--- config.mk ---
export PLATFORM = sky130hd
export DESIGN_NAME = snn_step_ctrl
export DESIGN_NICKNAME = d
export VERILOG_FILES = /design/src/rtl/snn_step_ctrl.sv
export SDC_FILE = /design/constraint.sdc
export NUM_CORES = 1
export LEC_CHECK = 0
export ABC_CLOCK_PERIOD_IN_PS = 3050
export CAP_MARGIN = 5
export CORE_UTILIZATION = 55
export DETAILED_ROUTE_END_ITERATION = 8
export PLACE_DENSITY = 0.8
export SYNTH_ARGS = -nofsm -noshare
export SYNTH_HDL_FRONTEND = slang
export SYNTH_SLANG_ARGS = --single-unit
--- constraint.sdc ---
create_clock -name clk -period 3.05 [get_ports clk]
set_clock_uncertainty 0.2 [all_clocks]
set_input_delay 0.61 -clock clk [delete_from_list [all_inputs] [get_ports clk]]
set_output_delay 0.61 -clock clk [all_outputs]
set_load 0.005 [all_outputs]
--- src/rtl/snn_step_ctrl.sv ---
// Purpose: per-sample timestep scheduler for one SNN sub-array (init, count clear, synapse/STDP passes).
// Latency: i_start to first o_syn_run is INIT_CYC+2 cycles; all outputs are registered (Moore).
// Backpressure: none; each pass waits for its done pulse, guarded by a watchdog that aborts to IDLE.
//
// Ports:
//   clk, rst_n                  clock, async active-low reset
//   i_start / i_abort           begin a sample (IDLE only) / force IDLE (highest priority)
//   i_lern, i_num_steps         mode and timestep count, both captured on an accepted i_start
//   i_syn_done, i_stdp_done     pass-complete pulses, honoured only in the matching wait state
//   o_init, o_cnt_clr           init level, post-spike counter clear pulse
//   o_syn_run, o_stdp_run       pass start pulses; o_sub selects potentiation(0)/depression(1)
//   o_s_stdp                    weight-BRAM port-0 owner (1 = STDP)
//   o_s_lern, o_s_infr          mode flags to the neuron array, both 0 in IDLE
//   o_step_idx                  current timestep (0-based)
//   o_busy, o_done, o_timeout   status: not IDLE, sample-complete pulse, sticky watchdog flag
module snn_step_ctrl #(
  parameter int STEP_W   = 8,
  parameter int INIT_CYC = 32,
  parameter int TO_W     = 13
) (
  input  logic              clk,
  input  logic              rst_n,
  input  logic              i_start,
  input  logic              i_abort,
  input  logic              i_lern,
  input  logic [STEP_W-1:0] i_num_steps,
  input  logic              i_syn_done,
  input  logic              i_stdp_done,
  output logic              o_init,
  output logic              o_cnt_clr,
  output logic              o_syn_run,
  output logic              o_stdp_run,
  output logic              o_sub,
  output logic              o_s_stdp,
  output logic              o_s_lern,
  output logic              o_s_infr,
  output logic [STEP_W-1:0] o_step_idx,
  output logic              o_busy,
  output logic              o_done,
  output logic              o_timeout
);

  typedef enum logic [3:0] {
    S_IDLE, S_INIT, S_CLR, S_SRUN, S_SWAIT, S_PRUN, S_PWAIT,
    S_DRUN, S_DWAIT, S_NEXT, S_FIN
  } state_t;

  localparam int ICW = (INIT_CYC > 1) ? $clog2(INIT_CYC) : 1;
  localparam logic [ICW-1:0]  INIT_LAST = ICW'(INIT_CYC - 1);
  // Last permitted wait-cycle count: the wait state is occupied 2**TO_W-1 cycles before expiry.
  localparam logic [TO_W-1:0] WD_LAST   = {{(TO_W-1){1'b1}}, 1'b0};

  state_t state_q, state_d;

  logic [ICW-1:0]    init_cnt;
  logic [TO_W-1:0]   wd_cnt;
  logic [STEP_W-1:0] last_idx;
  logic              lern_q;
  logic              start_ok;
  logic              in_wait;
  logic              wd_exp;
  logic              wd_fire;
  logic              last_step;

  // Output decode of the next state, registered so every output comes straight from a flop.
  logic init_d, cnt_clr_d, syn_run_d, stdp_run_d, sub_d, s_stdp_d, busy_d, done_d, lern_d;

  assign start_ok  = i_start & ~i_abort & (state_q == S_IDLE);
  assign in_wait   = (state_q == S_SWAIT) | (state_q == S_PWAIT) | (state_q == S_DWAIT);
  assign wd_exp    = (wd_cnt == WD_LAST);
  assign last_step = (o_step_idx == last_idx);

  // ---------------------------------------------------------------- state register
  always_ff @(posedge clk or negedge rst_n) begin
    if (!rst_n) begin
      state_q <= S_IDLE;
    end else begin
      state_q <= state_d;
    end
  end

  // ---------------------------------------------------------------- next state
  always_comb begin
    state_d = state_q;
    wd_fire = 1'b0;
    if (i_abort) begin
      state_d = S_IDLE;
    end else begin
      unique case (state_q)
        S_IDLE:  if (i_start) state_d = S_INIT;
        S_INIT:  if (init_cnt == INIT_LAST) state_d = S_CLR;
        S_CLR:   state_d = S_SRUN;
        S_SRUN:  state_d = S_SWAIT;
        S_SWAIT: begin
          if (i_syn_done) begin
            state_d = lern_q ? S_PRUN : S_NEXT;
          end else if (wd_exp) begin
            state_d = S_IDLE;
            wd_fire = 1'b1;
          end
        end
        S_PRUN:  state_d = S_PWAIT;
        S_PWAIT: begin
          if (i_stdp_done) begin
            state_d = S_DRUN;
          end else if (wd_exp) begin
            state_d = S_IDLE;
            wd_fire = 1'b1;
          end
        end
        S_DRUN:  state_d = S_DWAIT;
        S_DWAIT: begin
          if (i_stdp_done) begin
            state_d = S_NEXT;
          end else if (wd_exp) begin
            state_d = S_IDLE;
            wd_fire = 1'b1;
          end
        end
        S_NEXT:  state_d = last_step ? S_FIN : S_SRUN;
        S_FIN:   state_d = S_IDLE;
        default: state_d = S_IDLE;
      endcase
    end
  end

  // ---------------------------------------------------------------- output decode
  always_comb begin
    init_d     = (state_d == S_INIT);
    cnt_clr_d  = (state_d == S_CLR);
    syn_run_d  = (state_d == S_SRUN);
    stdp_run_d = (state_d == S_PRUN) | (state_d == S_DRUN);
    sub_d      = (state_d == S_DRUN) | (state_d == S_DWAIT);
    s_stdp_d   = (state_d == S_PRUN) | (state_d == S_PWAIT) |
                 (state_d == S_DRUN) | (state_d == S_DWAIT);
    busy_d     = (state_d != S_IDLE);
    done_d     = (state_d == S_FIN);
    lern_d     = start_ok ? i_lern : lern_q;
  end

  // ---------------------------------------------------------------- counters, latches, outputs
  always_ff @(posedge clk or negedge rst_n) begin
    if (!rst_n) begin
      init_cnt   <= '0;
      wd_cnt     <= '0;
      last_idx   <= '0;
      lern_q     <= 1'b0;
      o_step_idx <= '0;
      o_timeout  <= 1'b0;
      o_init     <= 1'b0;
      o_cnt_clr  <= 1'b0;
      o_syn_run  <= 1'b0;
      o_stdp_run <= 1'b0;
      o_sub      <= 1'b0;
      o_s_stdp   <= 1'b0;
      o_s_lern   <= 1'b0;
      o_s_infr   <= 1'b0;
      o_busy     <= 1'b0;
      o_done     <= 1'b0;
    end else begin
      // Counts from 0 on the first INIT cycle since it idles at 0 everywhere else.
      init_cnt <= (state_q == S_INIT) ? init_cnt + 1'b1 : '0;
      // Wait states are only entered from run states, so clearing outside them restarts per wait.
      wd_cnt   <= in_wait ? wd_cnt + 1'b1 : '0;

      if (start_ok) begin
        lern_q   <= i_lern;
        // A zero step count runs a single timestep.
        last_idx <= (i_num_steps == '0) ? '0 : i_num_steps - 1'b1;
      end

      if (state_d == S_IDLE) begin
        o_step_idx <= '0;
      end else if (state_q == S_NEXT && !last_step) begin
        o_step_idx <= o_step_idx + 1'b1;
      end

      if (start_ok) begin
        o_timeout <= 1'b0;
      end else if (wd_fire) begin
        o_timeout <= 1'b1;
      end

      o_init     <= init_d;
      o_cnt_clr  <= cnt_clr_d;
      o_syn_run  <= syn_run_d;
      o_stdp_run <= stdp_run_d;
      o_sub      <= sub_d;
      o_s_stdp   <= s_stdp_d;
      o_s_lern   <= busy_d &  lern_d;
      o_s_infr   <= busy_d & ~lern_d;
      o_busy     <= busy_d;
      o_done     <= done_d;
    end
  end

endmodule
==> impl_results.md, run 1 <==
- Slew Limit Fails: 0
- Register area: 1250 µm²
- Top cell type's share of synthesized area: 0.471
- Max rail drop VDD: 0.320 mV
- Largest area contributor in the netlist: dfrtp_1
- Start point of the critical path: wd_cnt[0]$_DFF_PN0_
- Share of layout cells above drive strength 1: 0.0850
- Post-Syn Area: 2650 µm²
- Post-layout min period: 2.43 ns
- Final setup TNS: 0 ns
- Fill count: 356
- Fin area: 3180 µm²
- Startpoint types: flip-flop
- Routed len/inst: 15.2 µm
- I/O pins: 34
- Largest net degree at the start of global routing: 28
- Asr flop ratio synth: 1.00
- Crit share post-route: 0.797
- Largest cells by area after synthesis: dfrtp_1, xnor2_1, nor2_1, xor2_1, a21oi_1
- DIE AREA: 5110 µm²
- DRC Markers: 0
- Sink Count: 50
- Diodes inserted: 0
- Yosys warns: 0
- Drt pass-1 iters: 4
- DRT antenna net count: 0
- Nets: 326
- Die Wd: 71.5 µm
- Most numerous cell in the Yosys netlist: dfrtp_1
- Vias in the first global route: 1966
- Reg clk slew, reported paths: 0.09 ns
- Post-Syn Nets: 290
- CORE AREA: 4500 µm²
- First-pass GRT wire length: 9290 µm
- Syn Area/Cell: 9.87 µm²
- Register area share after synthesis: 0.471
- Clock tree buffer depth: 2
- 1st-iter DRT viols: 186
- Worst reg-to-reg setup slack: 0.62 ns
- Worst Path Max Fanout: 15
- Final Hold Vio Count: 0
- Post-synthesis cell type count: 49
- Status: complete, no violations
- LEAKAGE: 1.33 nW
- CTS tree: built
- Dominant synthesized flop cell: dfrtp_1
- Worst min path class: in -> async
- Gpl congestion: 0.880
- Grt ovf: 0
- Post-CTS setup buffer count: 0
- Root Driver: clkbuf_8
- CP Class: reg -> reg
- CTS Buf Count: 5
- Max Freq: 411 MHz
- Number of flops mapped to enable cells by yosys: 0
- H-tree depth: 2
- # hold bufs at CTS: 0
- Hpwl dp: 3910 µm
- Cells on worst reg2reg path: 7
- CTS resizes: 0
- Starting Density: 0.589
- P per Cell Area: 457 nW/µm²
- Commonest cells in the netlist: dfrtp_1, nor2_1, nand2_1
- DIE HEIGHT: 71.5 µm
- Relative slew slack: 0.596
- Final Core Density: 0.706
- Vias post-DR: 2081
- Multi-input gate area: 1330 µm²
- Initial antenna violation count: 0
- # setup viols final: 0
- Synthesized instance count: 269
- Critical Path End Type: flip-flop
- Req. time, crit path: 3.05 ns
- Max cap viols: 0
- Clock latency at the later pin of the worst-skew pair: 0.29 ns
- WL final: 5420 µm
- Arr. time, crit path: 2.43 ns
- Rows: 24
- Total GRT Usage: 0.234
- Port-buffer cells: 33
- Measured slew at the worst slew-check pin: 0.597 ns
- Vias per cell: 5.81
- P&R area growth vs syn: 19.8%
- RSZ-0062 raised after global routing: false
- R2R Path Start: wd_cnt[0]$_DFF_PN0_
- Post-DP Area: 3040 µm²
- Synth Register Bits: 50
-- metal layers --
metal / part of all wire / up-vias / global-route usage
li1: - / 1020 / -
met1: 0.48 / 1009 / 0.331
met2: 0.48 / 50 / 0.380
met3: 0.032 / 2 / 0.0338
met4: 0.0077 / 0 / 0.0654
met5: 0 / - / 0
-- state kept, by name, summed over array words and instances, names as in the netlist, 4 cells and up --
| signal | count |
|---|---|
| init_cnt | 5 |
| wd_cnt | 13 |
| state_q | 4 |
| last_idx | 8 |
| o_step_idx | 8 |
-- placed cells by master (no fill, tap or decap), types with 6 or more instances in the layout --
cell type | Yosys | layout
nand2_1 | 22 | 22
nor2_1 | 29 | 29
nand3_1 | 12 | 12
clkdlybuf4s50_1 | 0 | 32
xnor2_1 | 20 | 20
clkbuf_8 | 0 | 6
dfrtp_1 | 50 | 50
nor3_1 | 6 | 6
ha_1 | 6 | 6
nand4_1 | 6 | 6
xor2_1 | 12 | 12
inv_1 | 9 | 9
a21oi_1 | 18 | 18
o21ai_0 | 14 | 14
-- through the flow --
stage / worst slack, ns / hold slack [ns] / total power [mW] / instances
3_5_place_dp: 0.417 / 0.262 / 0.907 / 350
2_1_floorplan: 0.879 / 0.114 / 0.832 / 269
4_1_cts: 0.623 / 0.129 / 1.46 / 358
3_3_place_gp: 0.459 / 0.254 / 0.901 / 350
5_1_grt: 0.447 / 0.146 / 1.52 / 358
6_report: 0.619 / 0.107 / 1.45 / 358
-- power breakdown --
group          leakage, nW  switching [mW]  internal [mW]  total, mW
clock               0.0714           0.211          0.350      0.561
sequential           0.678          0.0285          0.698      0.726
combinational        0.583          0.0878         0.0794      0.167
total                 1.33           0.327           1.13       1.45
-- logic make-up after synthesis --
family / count (synthesis) / synth area share
AND/OR/NAND/NOR: 110 / 0.234
flip-flops: 50 / 0.471
AO/OA/AOI/OAI: 49 / 0.120
XOR/XNOR: 32 / 0.106
buffers and inverters: 19 / 0.0292
adder cells (fa/ha/maj): 6 / 0.0283
multiplexers: 3 / 0.0118
-- critical path: stages (launching register included) --
cell     delay (ns)
dfrtp_1        0.43
inv_1          0.09
ha_1           0.18
nand2_1        0.13
or4_4          0.46
a32oi_4        0.44
inv_2          0.10
nor4_2         0.30
-- final cells by class --
| class | count | share of cell area |
|---|---|---|
| clock inverter | 2 | 0.0189 |
| clock buffer | 6 | 0.0260 |
| sequential | 50 | 0.393 |
| inverter | 11 | 0.0130 |
| timing repair buffer | 37 | 0.112 |
| tap | 52 | 0.0205 |
| multi-input combinational | 200 | 0.417 |
-- worst paths after layout --
path | endpoint
worst max-delay path | o_init$_DFF_PN0_
worst min-delay path | o_step_idx[5]$_DFFE_PN0P_
worst max register to register | o_init$_DFF_PN0_
worst min register to register | init_cnt[0]$_DFF_PN0_
max in group asynchronous | init_cnt[3]$_DFF_PN0_
min in group clk | init_cnt[0]$_DFF_PN0_
(Power assumes the default switching activity.)
==> run 2: changes to the inputs <==
--- a/config.mk
+++ b/config.mk
@@ -5,7 +5,7 @@
 export SDC_FILE = /design/constraint.sdc
 export NUM_CORES = 1
 export LEC_CHECK = 0
-export ABC_CLOCK_PERIOD_IN_PS = 3050
+export ABC_CLOCK_PERIOD_IN_PS = 2300
 export CAP_MARGIN = 5
 export CORE_UTILIZATION = 55
 export DETAILED_ROUTE_END_ITERATION = 8
==> constraint.sdc (replaced) <==
create_clock -name clk -period 2.3 [get_ports clk]
set_clock_uncertainty 0.2 [all_clocks]
set_input_delay 0.46 -clock clk [delete_from_list [all_inputs] [get_ports clk]]
set_output_delay 0.46 -clock clk [all_outputs]
set_load 0.005 [all_outputs]
==> run 2 against run 1 <==
Against the previous run: the run now ends with negative setup slack left; design area increased by 9.7%; critical path type unchanged; sequential power increased by 32%; highest routed layer unchanged; largest power group unchanged; global-route usage increased by 2.1 points.
==> impl_results.md, run 2 (synthesis results as in run 1) <==
- Relative slew slack: 0.603 (was 0.596)
- Switching Power: 0.464 mW (was 0.327 mW)
- Vias per cell: 5.85 (was 5.81)
- H-tree depth: 2 (unchanged)
- Grt ovf: 0 (unchanged)
- Sequential share of power: 0.540 (was 0.499)
- Share of layout cells above drive strength 1: 0.213 (was 0.0850)
- Post-Place Setup Slack: -0.0862 ns (was 0.417 ns)
- Die Wd: 71.5 µm (unchanged)
- Critical Path End Type: flip-flop (unchanged)
- Number of flip-flops in the largest register: 13 (unchanged)
- Fin area: 3490 µm² (was 3180 µm²)
- Crit share post-route: 1.03 (was 0.797)
- Arr. time, crit path: 2.36 ns (was 2.43 ns)
- Cell Count, Final, Fillers Out: 390 (was 358)
- Drt pass-1 iters: 4 (unchanged)
- Initial antenna violation count: 0 (unchanged)
- Startpoint types: flip-flop (unchanged)
- Routed len/inst: 16.2 µm (was 15.2 µm)
- Top flop regs: wd_cnt x13, last_idx x8, o_step_idx x8 (unchanged)
- Reg clk slew, reported paths: 0.09 ns (about the same)
- Clock latency at the later pin of the worst-skew pair: 0.30 ns (was 0.29 ns)
- Pint: 1.32 mW (was 1.13 mW)
- Sw frac: 0.261 (was 0.225)
- Cells on worst reg2reg path: 10 (was 7)
- DRT antenna net count: 0 (unchanged)
- Gpl congestion: 0.944 (was 0.880)
- Vias post-DR: 2283 (was 2081)
- Rows: 24 (unchanged)
- Combinational share of power: 0.158 (was 0.115)
- CTS Buf Count: 5 (unchanged)
- Slew Limit Fails: 0 (unchanged)
- Root Driver: clkbuf_8 (unchanged)
- Req. time, crit path: 2.29 ns (was 3.05 ns)
- Failing checks: negative setup slack
- DIE AREA: 5110 µm² (unchanged)
- First-pass GRT wire length: 10100 µm (was 9290 µm)
- R2r endpoint: o_step_idx[6]$_DFFE_PN0P_ (was o_init$_DFF_PN0_)
- Max rail drop VDD: 0.380 mV (was 0.320 mV)
- Most common cell after layout, fill and taps aside: dfrtp_1 (unchanged)
- Multi-input gate area: 1430 µm² (was 1330 µm²)
- CORE AREA: 4500 µm² (unchanged)
- Largest net degree at the start of global routing: 29 (was 28)
- Critical Path End: o_step_idx[6]$_DFFE_PN0P_ (was o_init$_DFF_PN0_)
- Worst reg-to-reg setup slack: -0.07 ns (was 0.62 ns)
- CTS tree: built (unchanged)
- Fill count: 297 (was 356)
- Most frequent cells in the layout: dfrtp_1, clkdlybuf4s50_1, buf_4 (was dfrtp_1, clkdlybuf4s50_1, nor2_1)
- Worst min path class: reg -> reg (was in -> async)
- WL final: 6310 µm (was 5420 µm)
- Worst-path cell chain: ha_2 -> and3_4 -> ha_4 -> nor3b_2 -> o211ai_1 -> nand4_1 -> buf_4 -> o31ai_4 -> buf_2 -> a21oi_1 (was inv_1 -> ha_1 -> nand2_1 -> or4_4 -> a32oi_4 -> inv_2 -> nor4_2)
- I/O pins: 34 (unchanged)
- Measured slew at the worst slew-check pin: 0.595 ns (was 0.597 ns)
- LEAKAGE: 1.47 nW (was 1.33 nW)
- Status: finished, violations left (was complete, no violations)
- Diodes inserted: 0 (unchanged)
- Max Freq: 421 MHz (was 411 MHz)
- RSZ-0062 raised after global routing: true (was false)
- P&R area growth vs syn: 31.5% (was 19.8%)
- Nets: 358 (was 326)
- DIE HEIGHT: 71.5 µm (unchanged)
- Post-placement cell count: 375 (was 350)
- Largest Register: wd_cnt (unchanged)
- Sink Count: 50 (unchanged)
- Slowest cell on the critical path: dfrtp_1 (was or4_4)
- Post-layout min period: 2.37 ns (was 2.43 ns)
- Vias in the first global route: 2201 (was 1966)
- 1st-iter DRT viols: 224 (was 186)
- Clock share of power: 0.302 (was 0.386)
- Clock tree buffer depth: 2 (unchanged)
- Post-route setup slack: -0.0736 ns (was 0.619 ns)
- DRC Markers: 0 (unchanged)
- P per Cell Area: 510 nW/µm² (was 457 nW/µm²)
- Max cap viols: 0 (unchanged)
- Port-buffer cells: 33 (unchanged)
- R2R Path Start: init_cnt[0]$_DFF_PN0_ (was wd_cnt[0]$_DFF_PN0_)
- Final setup TNS: -0.503 ns (was 0 ns)
- Final Hold Vio Count: 0 (unchanged)
- Worst Path Max Fanout: 4 (was 15)
- CP Class: reg -> reg (unchanged)
- Total GRT Usage: 0.255 (was 0.234)
- Pwr Total: 1.78 mW (was 1.45 mW)
- # setup viols final: 13 (was 0)
- Hpwl dp: 4440 µm (was 3910 µm)
- Post-DP Area: 3230 µm² (was 3040 µm²)
- Start point of the critical path: init_cnt[0]$_DFF_PN0_ (was wd_cnt[0]$_DFF_PN0_)
- Starting Density: 0.589 (unchanged)
- Final Core Density: 0.775 (was 0.706)
- Register area: 1250 µm² (about the same)
- Max incr delay on CP: 0.37 ns (was 0.46 ns)
- WHS: 0.304 ns (was 0.107 ns)
## run 2: changes by cell type in the layout (fill, tap and decap cells not counted), sizes merged
cell	previous run	this run
inv	11	12
bufinv	2	0
clkinvlp	0	1
buf	5	36
dlygate4sd3	0	1
## run 2: power groups by stage
stage                     clock [mW]  combinational [mW]  sequential (mW)
after global placement             0               0.246            0.977
after detailed placement           0               0.255            0.978
final                          0.537               0.281            0.961
after global routing           0.589               0.310            0.968
after CTS                      0.553               0.259            0.961
after floorplan                    0               0.136            0.967
## run 2: critical path, delay by kind of cell (launching register included)
family,cells,cell delay [ns]
simple gates,3,0.41
buf+inv,2,0.38
fa+ha+maj,2,0.32
flops,1,0.37
compound gates,3,0.58
## run 2: repair_timing
action | 4_1_cts | 5_1_grt
gates resized for setup | 2 | 22
hold endpoints to repair | 26 | 0
setup endpoints to repair | 10 | 18
setup buffers | 0 | 5
pin swaps | 2 | 10
gates cloned | 0 | 1
hold buffers | 1 | 0
## run 2: layout make-up
| class | instances | area share |
|---|---|---|
| timing repair buffer | 69 | 0.173 |
| multi-input combinational | 200 | 0.409 |
| tap | 52 | 0.0186 |
| inverter | 11 | 0.0118 |
| clock buffer | 6 | 0.0237 |
| clock inverter | 2 | 0.00466 |
| sequential | 50 | 0.359 |
## run 2: how the worst min path moves through the flow
stage / from / endpoint / slack [ns] / depth (start not counted)
floorplan: rst_n / init_cnt[0]$_DFF_PN0_ / -0.04 / 0
global placement: last_idx[3]$_DFFE_PN0P_ / last_idx[3]$_DFFE_PN0P_ / 0.28 / 2
detailed placement: last_idx[3]$_DFFE_PN0P_ / last_idx[3]$_DFFE_PN0P_ / 0.29 / 2
CTS: last_idx[3]$_DFFE_PN0P_ / last_idx[3]$_DFFE_PN0P_ / 0.31 / 2
global route: last_idx[4]$_DFFE_PN0P_ / last_idx[4]$_DFFE_PN0P_ / 0.33 / 2
finish: last_idx[3]$_DFFE_PN0P_ / last_idx[3]$_DFFE_PN0P_ / 0.30 / 2
## run 2: routing by layer
metal / part of all wire / GRT usage
met2: 0.49 / 0.418
met1: 0.43 / 0.344
met4: 0.021 / 0.100
met5: 0 / 0
met3: 0.056 / 0.0380
